File: config.mk
export PLATFORM = sky130hd
export DESIGN_NAME = mem16x32_arbiter
export DESIGN_NICKNAME = d
export VERILOG_FILES = /design/src/rtl/mem16x32_arbiter.sv
export SDC_FILE = /design/constraint.sdc
export NUM_CORES = 1
export LEC_CHECK = 0
export BUFFER_PORTS_ARGS = -buffer_cell sky130_fd_sc_hd__buf_2
export CORE_MARGIN = 10
export CORE_UTILIZATION = 41
export CTS_CLUSTER_SIZE = 16
export DETAILED_ROUTE_END_ITERATION = 7
export GPL_TIMING_DRIVEN = 0
export PLACE_DENSITY_LB_ADDON = 0.08
export SKIP_CTS_REPAIR_TIMING = 1
export SLEW_MARGIN = 0
export SYNTH_ARGS = -nofsm -noshare
export SYNTH_HDL_FRONTEND = slang
export SYNTH_SLANG_ARGS = --single-unit
File: constraint.sdc
create_clock -name CLK -period 1.4 [get_ports CLK]
set_input_delay 0.14 -clock CLK [delete_from_list [all_inputs] [get_ports CLK]]
set_output_delay 0.14 -clock CLK [all_outputs]
set_load 0.01 [all_outputs]
File: src/rtl/mem16x32_arbiter.sv
// Two-requester arbiter/sequencer for the 16x32 memory. Writes respond 2 cycles after accept, reads 3.
// Backpressure: req*_ready is high only in IDLE for the granted requester. Optional macro MEM_ARB_FIXED_PRIORITY_EN.
module mem16x32_arbiter #(
  parameter int DATA_WIDTH = 32,
  parameter int ADDR_WIDTH = 4
) (
  input  logic                  CLK,
  input  logic                  RST_n,
  input  logic                  req0_valid,
  input  logic                  req0_write,
  input  logic [ADDR_WIDTH-1:0] req0_addr,
  input  logic [DATA_WIDTH-1:0] req0_wdata,
  output logic                  req0_ready,
  input  logic                  req1_valid,
  input  logic                  req1_write,
  input  logic [ADDR_WIDTH-1:0] req1_addr,
  input  logic [DATA_WIDTH-1:0] req1_wdata,
  output logic                  req1_ready,
  output logic                  rsp0_valid,
  output logic [DATA_WIDTH-1:0] rsp0_rdata,
  output logic                  rsp1_valid,
  output logic [DATA_WIDTH-1:0] rsp1_rdata,
  output logic [DATA_WIDTH-1:0] mem_data_in,
  output logic [ADDR_WIDTH-1:0] mem_address,
  output logic                  mem_en,
  input  logic [DATA_WIDTH-1:0] mem_data_out,
  input  logic                  mem_valid_out,
  output logic                  mem_err
);

  typedef enum logic [1:0] {IDLE, WRITE, READ, CAPT} state_t;

  state_t                state, state_nxt;
  logic                  last_grant;   // owner of the in-flight transaction as well as the RR pointer
  logic                  gnt_sel;
  logic                  accept;
  logic                  sel_write;
  logic [ADDR_WIDTH-1:0] addr_q;
  logic [DATA_WIDTH-1:0] wdata_q;
  logic                  rsp0_q, rsp1_q;
  logic [DATA_WIDTH-1:0] rdata0_q, rdata1_q;
  logic                  err_q;
  logic                  done;

  always_comb begin
    gnt_sel = ~req0_valid;
`ifndef MEM_ARB_FIXED_PRIORITY_EN
    if (req0_valid && req1_valid) gnt_sel = ~last_grant;
`endif
    accept    = (state == IDLE) && (req0_valid || req1_valid);
    sel_write = gnt_sel ? req1_write : req0_write;
  end

  assign req0_ready = accept && !gnt_sel;
  assign req1_ready = accept &&  gnt_sel;

  always_comb begin
    state_nxt = state;
    case (state)
      IDLE:  if (accept) state_nxt = sel_write ? WRITE : READ;
      WRITE: state_nxt = IDLE;
      READ:  state_nxt = CAPT;
      CAPT:  state_nxt = IDLE;
    endcase
  end

  assign done = (state == WRITE) || (state == CAPT);

  always_ff @(posedge CLK or negedge RST_n) begin
    if (!RST_n) begin
      state      <= IDLE;
      last_grant <= 1'b1;
      addr_q     <= '0;
      wdata_q    <= '0;
      rsp0_q     <= 1'b0;
      rsp1_q     <= 1'b0;
      rdata0_q   <= '0;
      rdata1_q   <= '0;
      err_q      <= 1'b0;
    end else begin
      state  <= state_nxt;
      rsp0_q <= done && !last_grant;
      rsp1_q <= done &&  last_grant;
      if (accept) begin
        last_grant <= gnt_sel;
        addr_q     <= gnt_sel ? req1_addr  : req0_addr;
        wdata_q    <= gnt_sel ? req1_wdata : req0_wdata;
      end
      // Missing Valid_out still completes the transaction so the requester never hangs.
      if (state == CAPT) begin
        if (!mem_valid_out)  err_q    <= 1'b1;
        else if (last_grant) rdata1_q <= mem_data_out;
        else                 rdata0_q <= mem_data_out;
      end
    end
  end

  assign mem_en      = (state == WRITE);
  assign mem_address = addr_q;
  assign mem_data_in = wdata_q;
  assign rsp0_valid  = rsp0_q;
  assign rsp1_valid  = rsp1_q;
  assign rsp0_rdata  = rdata0_q;
  assign rsp1_rdata  = rdata1_q;
  assign mem_err     = err_q;

endmodule

# Word level (Yosys, flattened, before mapping)
# Cells that the tools add are included.
[totals] elab_cells=38 reg_bits=106
[classes] n_bitwise=3 n_mux=7 reduce_logical=15 n_eq_ne=4
[op_table] operator="two-way mux 32 bit" count=1
[op_table] operator="logical AND 1 bit" count=6
[op_table] operator="case mux 2 bit (3 select lines)" count=1
[op_table] operator="AND reduction 3 bit" count=2
[op_table] operator="== test 2 bit (second input constant)" count=2
[op_table] operator="two-way mux 2 bit" count=2
[op_table] operator="two-way mux 4 bit" count=1
[op_table] operator="NOT 1 bit" count=3
[op_table] operator="== test 2 x 1 -> 1 bit (second input constant)" count=1
[op_table] operator="zero test 1 bit" count=2
[op_table] operator="zero test 2 bit" count=1
[op_table] operator="logical OR 1 bit" count=2
[op_table] operator="two-way mux 1 bit" count=2
[op_table] operator="!= test 2 bit (second input constant)" count=1
[op_table] operator="AND reduction 2 bit" count=1
[op_table] operator="OR reduction 2 bit" count=1

# Depth between registers and ports, before layout
# Gate-level depths: netlist (run 1).
[depth] ltp_word=6 depth_mapped=6 mapped_depth_nobuf=3

# Worst setup path before layout (run 1)
# OpenSTA, ideal clock, no wires.
[synth_path] kind="register -> register" start="register last_grant" end="register rdata0_q[10], in the netlist rsp0_rdata[10]" arrival_time_ps=1339 period_less_slack_ps=1463 required_ps=1275 setup_time_ps=125 slack_ps=-63 path_stages_with_launch=5 path_cell_list="dfstp_2 > inv_1 > nand4_1 > buf_2 > mux2_2"
[synth_between] elab_chain_cells=2
[synth_lines] element="start, declared" line_no="34" source="logic last_grant;"
[synth_lines] element="start signal, assigned" line_no="85" source="last_grant <= gnt_sel;"
[synth_lines] element="NOT 1 bit (no line)"
[synth_lines] element="AND reduction 3 bit (no line)"
[synth_lines] element="end signal, assigned" line_no="93" source="else rdata0_q <= mem_data_out;"
[synth_lines] element="end, declared" line_no="41" source="logic [DATA_WIDTH-1:0] rdata0_q, rdata1_q;"
# Every way passes these cells.
# A chain may end at the register's enable or synchronous reset.

# Final worst setup path (run 1)
[layout_path] start="register last_grant" end="output port req0_ready"
[layout_between] elab_chain_cells=4
[layout_lines] element="NOT 1 bit (no line)"
[layout_lines] element="two-way mux 1 bit" line_no="48" source="if (req0_valid && req1_valid) gnt_sel = ~last_grant;"
[layout_lines] element="zero test 1 bit" line_no="54" source="assign req0_ready = accept && !gnt_sel;"
[layout_lines] element="logical AND 1 bit" line_no="54"
[layout_lines] element="end, declared" line_no="13" source="output logic req0_ready,"
# Every way passes these cells.

==> out/results.ini, run 1 <==
[run_status]
run_status = finished, violations left
violations = negative setup slack

[placed_design]
post-dp-hpwl_um = 10000
numPortBuffers = 216
gp_congestion = 0.770
placed_cells = 644

[yosys]
ys_seq_area_share_pct = 61.2
muxShareOfSynthArea_pct = 16.6
synth_enable_flop_cells = 0
yosys_warnings = 0
synth_top_flop_cell = dfrtp_1
ys_top_cells_by_count = dfrtp_1, mux2_2, a221o_1
synth.distinct_cells = 27
synth_top_family_by_area = multiplexers
synth_compound_area_share_pct = 16.1
synthArstFlopShare_pct = 100
syn-num-nets = 402
synthSimpleGateAreaFrac_pct = 2.17
synth.most_common_cell = dfrtp_1
synthXorXnorAreaFrac_pct = 0
synthTopCellsByArea = dfrtp_1, mux2_2, a221o_1, a21boi_0, buf_2
ys_ff_latch = 106
synth_fa_ha_area_share_pct = 0
syn-cell-area_sq_um = 4330
avgSynthCellArea_sq_um = 14.9
synth_cells = 291
yosys.area.top_type = dfrtp_1
synth_top_area_share_pct = 60.6

[setup_path]
cp_cell_sequence = nand2b_4 -> and3_4 -> buf_8 -> buf_6
end_kind = output pin
critPathArrivalTime_ns = 1.51
path_buf_inv = 2
critPathSlowestCell = dfstp_2
startpoint_type = flop
cp_top_family = flip-flops
path_depth = 4
worstSetupPathType = reg2out
crit_fanout = 5
reg2reg_depth = 6
critPathRequiredTime_ns = 1.26
cpPeakStageDelay_ns = 0.58

[grt]
grt_pass1_vias = 3756
antenna_found_initial = 1
track_usage_pct = 16.5
grt_pass1_wl_um = 19700
grt.overflow.total = 0
grt_max_degree = 67

[die]
start_util_pct = 42.0
std_cell_rows = 37
io_pins = 217
dieArea_sq_um = 15100
die_x_um = 123
core-area_sq_um = 10300
die_h_um = 123

[sta]
final-setup-viol-count = 97
setup_ws_ns = -0.249
worst_pin_slew_ns = 0.533
max_freq_ghz = 0.607
hold_violations = 0
skew_ns = 0.0131
fin_crit_sh_pct = 118
rsz0062_at_grt = true
relSlewSlack_pct = 64.5
final_max_slew_viol_count = 0
fin_hold_ws_ns = 0.00857
period_needed_ns = 1.65

[finish]
nNetsFinal = 706
multi_input_comb_area_sq_um = 1640
fin_util_pct = 66.8
instances_no_fill = 736
area_growth_pct = 59.2
antenna_cells = 0
regArea_sq_um = 2650
fill_cells = 773
drive_gt1_share_pct = 59.0

[clock_tree]
clk_pin_slew_ns = 0.10
cts_buffer_depth = 2
cts_buffers = 9
cts.htree.levels = 3
cts_tree = done
cts_root_buf = clkbuf_8
cts_num_sinks = 106
clk_latency_ns = 0.36

[detailed_routing]
num_vias = 3731
drt_iter0_markers = 194
drc = 0
firstDrtPassIters = 4
viasPerCell = 5.07
wire_per_inst_um = 19.4
wirelength_um = 14300
antenna_left = 0

[power]
clkPwrFrac_pct = 13.1
p_leak_nw = 3.58
p_sw_mw = 4.88
swShare_pct = 34.9
p_int_mw = 9.09
p_per_area_nw_per_um2 = 2020
vdd_drop_max_uv = 964
p_seq_share_pct = 38.3
pwr-share-comb_pct = 48.7

[min_path]
holdPathStages = 2
min_path_type = in2reg

[job]
maxCapViolCount = 0

-- per-stage QoR --
step | power (mW) | TNS (ns) | cell area [sq um] | worst slack, ns
floorplan | 8.59 | -0.860 | 4350 | -0.0287
global placement | 11.0 | -123.49 | 5610 | -1.01
detailed placement | 11.2 | -18.18 | 5640 | -0.263
CTS | 13.0 | -20.65 | 5830 | -0.523
global route | 14.9 | -15.99 | 6900 | -0.313
finish | 14.0 | -11.64 | 6900 | -0.249
-- state kept, by name, summed over array words and instances, names as in the netlist --
name and flops:
rsp0_rdata 32, last_grant 1, mem_data_in 32, rsp0_valid 1, rsp1_valid 1, state 2, rsp1_rdata 32, mem_address 4
mem_err 1
-- final timing paths --
check | startpoint | to | slack, ns
min in group asynchronous | RST_n | rsp0_rdata[8] | 0.28
setup / recovery | last_grant | req0_ready | -0.25
setup reg to reg | last_grant | rsp0_rdata[23] | -0.19
hold / removal | req0_wdata[12] | mem_data_in[12] | 0.009
max in group asynchronous | RST_n | last_grant | 0.38
hold reg to reg | mem_err | mem_err | 0.48
-- cell usage in the layout (no fill, tap or decap), types with 4 or more instances in the layout --
cell | synthesis | layout
buf_2 | 13 | 213
dfrtp_1 | 105 | 105
dlygate4sd3_1 | 0 | 48
a221o_1 | 37 | 37
a21boi_0 | 34 | 34
mux2_4 | 0 | 32
mux2_2 | 64 | 32
buf_6 | 4 | 19
buf_4 | 4 | 19
clkbuf_8 | 0 | 11
buf_8 | 0 | 6
clkbuf_16 | 0 | 6
clkinv_4 | 0 | 4
-- kinds of logic after synthesis --
| kind of cell | Yosys count |
|---|---|
| mux | 64 |
| compound gates | 78 |
| flops | 106 |
| simple gates | 15 |
| buf+inv | 28 |
-- power groups by stage --
stage	sequential, mW	combinational, mW	clock, mW
5_1_grt	5.51	7.34	2.04
6_report	5.34	6.80	1.83
2_1_floorplan	5.97	2.61	0
3_3_place_gp	5.29	5.68	0
4_1_cts	5.31	5.79	1.90
3_5_place_dp	5.34	5.82	0
-- metal layers --
metal  up-vias  GRT usage (%)  share of wire [%]
met5         -              0                  0
met4         0           3.17                1.1
met3        12           8.31                 10
met2       157           27.6                 50
met1      1856           18.6                 39
li1       1706              -                  -
-- layout make-up --
type	instances	area share, %
clock buffers	11	2.19
clock inverters	5	0.671
well taps	136	2.47
inverters	4	0.254
repair buffers	294	28.5
plain buffers	23	3.70
flip-flops and latches	106	38.5
multi-input cells	157	23.7
Note: power is estimated with default switching activity, not from simulation.
==> run 2: changes to the inputs <==
- CELL_PAD_IN_SITES_DETAIL_PLACEMENT: unset -> 0
- CELL_PAD_IN_SITES_GLOBAL_PLACEMENT: unset -> 1
- CORE_UTILIZATION: 41 -> 32
==> run 2 against run 1 <==
Against the previous run: the flow still finishes with violations (negative setup slack); via count shrank 9.0%; final cell count shrank 1.5%; non-clock buffer count shrank 52; register-to-register slack lost 0.07 ns; largest power group unchanged.
==> out/results.ini, run 2 (synthesized netlist as in run 1, its figures left out) <==
[run_status]
run_status = finished, violations left
violations = negative setup slack

[detailed_routing]
wirelength_um = 13800  ; -3.7%
viasPerCell = 4.68  ; -7.7%
drc = 0  ; unchanged
drt_iter0_markers = 110  ; -43%
antenna_left = 0  ; unchanged
firstDrtPassIters = 4  ; unchanged
wire_per_inst_um = 19.0  ; -2.2%
num_vias = 3394  ; -9.0%

[setup_path]
startpoint_type = flop
critPathRequiredTime_ns = 1.26  ; about the same
critPathArrivalTime_ns = 1.57  ; +0.06 ns
crit_fanout = 8  ; +3
worstSetupPathType = reg2out
reg2reg_depth = 7  ; +1
end_kind = output pin

[die]
die_x_um = 136  ; +11%
std_cell_rows = 42  ; +14%
start_util_pct = 32.7  ; -9.3 points
core-area_sq_um = 13200  ; +28%
dieArea_sq_um = 18600  ; +23%
die_h_um = 136  ; +11%
io_pins = 217  ; unchanged

[placed_design]
post-dp-hpwl_um = 10400  ; +3.6%
placed_area_sq_um = 5690  ; +0.89%
gp_congestion = 0.744  ; -3.4%
numPortBuffers = 216  ; unchanged

[sta]
relSlewSlack_pct = 58.3  ; -6.2 points
period_needed_ns = 1.71  ; +0.0627 ns
skew_ns = 0.00560  ; -0.00753 ns
rsz0062_at_grt = true
fin_crit_sh_pct = 122  ; +4.5 points
final_max_slew_viol_count = 0  ; unchanged
max_freq_ghz = 0.584  ; -3.7%
hold_violations = 0  ; unchanged
setup_ws_ns = -0.311  ; -0.0627 ns
final-setup-viol-count = 69  ; -29%
fin_hold_ws_ns = 0.00879  ; +0.000222 ns
worst_pin_slew_ns = 0.626  ; +0.0933 ns

[min_path]
holdPathStages = 2  ; unchanged
min_path_type = in2reg

[power]
total_power_mw = 14.1  ; +1.2%
vdd_drop_max_uv = 1090  ; +13%
p_per_area_nw_per_um2 = 2230  ; +9.9%
p_leak_nw = 3.19  ; -11%

[finish]
layout_common_cells = buf_2, dfrtp_1, mux2_2
fin_area_sq_um = 6350  ; -7.9%
final_common_cell = buf_2
drive_gt1_share_pct = 63.4  ; +4.4 points
area_growth_pct = 46.5
nNetsFinal = 654  ; -7.4%

[grt]
grt_pass1_wl_um = 20400  ; +3.5%
grt.overflow.total = 0  ; unchanged
antenna_found_initial = 2  ; +1
grt_pass1_vias = 3686  ; -1.9%
grt_max_degree = 63  ; -6.0%
track_usage_pct = 14.1  ; -2.3 points

[job]
maxCapViolCount = 0  ; unchanged

[clock_tree]
cts_num_sinks = 106  ; unchanged
cts_tree = done
cts_root_buf = clkbuf_16
cts_buffers = 9  ; unchanged
clk_pin_slew_ns = 0.07  ; -0.03 ns
cts.htree.levels = 3  ; unchanged
cts_buffer_depth = 2  ; unchanged
clk_latency_ns = 0.34  ; -0.02 ns

-- run 2: cell types whose count changed in the layout (fill, tap and decap cells not counted), moves of 2 or more --
cell,before,now
buf_12,2,6
buf_4,19,23
buf_6,19,14
buf_8,6,4
clkbuf_1,2,4
clkbuf_16,6,10
clkbuf_8,11,0
clkinv_4,4,0
clkinvlp_4,0,2
diode_2,0,2
dlygate4sd3_1,48,1
mux2_2,32,64
mux2_4,32,0
-- run 2: per-layer routing --
metal  vias up  routed length, um  track usage, %
met5         -                  0               0
met4         0                104            3.20
met3         6               1510            7.90
met2       127               6550            22.6
met1      1660               5610            16.2
li1       1601                  -               -
-- run 2: critical path, stage by stage (launching register included) --
cell and delay (ns):
dfstp_2 0.57, nand2b_4 0.14, and3_4 0.19, buf_12 0.10
buf_8 0.11, buf_6 0.11
-- run 2: cell type report --
cell class                 instances  area [sq um]
multi-input combinational        157          1520
sequential                       106          2650
timing repair buffer             243          1370
inverter                           4          18.8
tap                              176           220
fill                            1245          6890
clock inverter                     4          51.3
buffer                            22           275
antenna                            2          5.00
clock buffer                      11           233
-- run 2: final timing paths --
kind,from,to,slack [ns]
max in group asynchronous,RST_n,last_grant,0.30
max reg2reg,last_grant,mem_data_in[17],-0.26
min in group asynchronous,RST_n,rsp1_rdata[5],0.35
min,mem_valid_out,mem_err,0.009
min reg2reg,mem_err,mem_err,0.50
max,last_grant,req0_ready,-0.31
-- run 2: power breakdown --
group | switching, mW | internal [mW]
combinational | 3.01 | 3.41
sequential | 0.679 | 4.56
clock | 1.10 | 1.38
total | 4.79 | 9.35
-- run 2: per-stage QoR --
stage	TNS [ns]	worst slack [ns]	std cells	util [%]
finish	-9.10	-0.311	725	48.0
global route	-12.55	-0.375	724	47.9
CTS	-20.09	-0.527	699	45.1
detailed placement	-17.81	-0.285	684	42.9
global placement	-126.86	-1.05	683	42.7
floorplan	-0.860	-0.0287	291	-
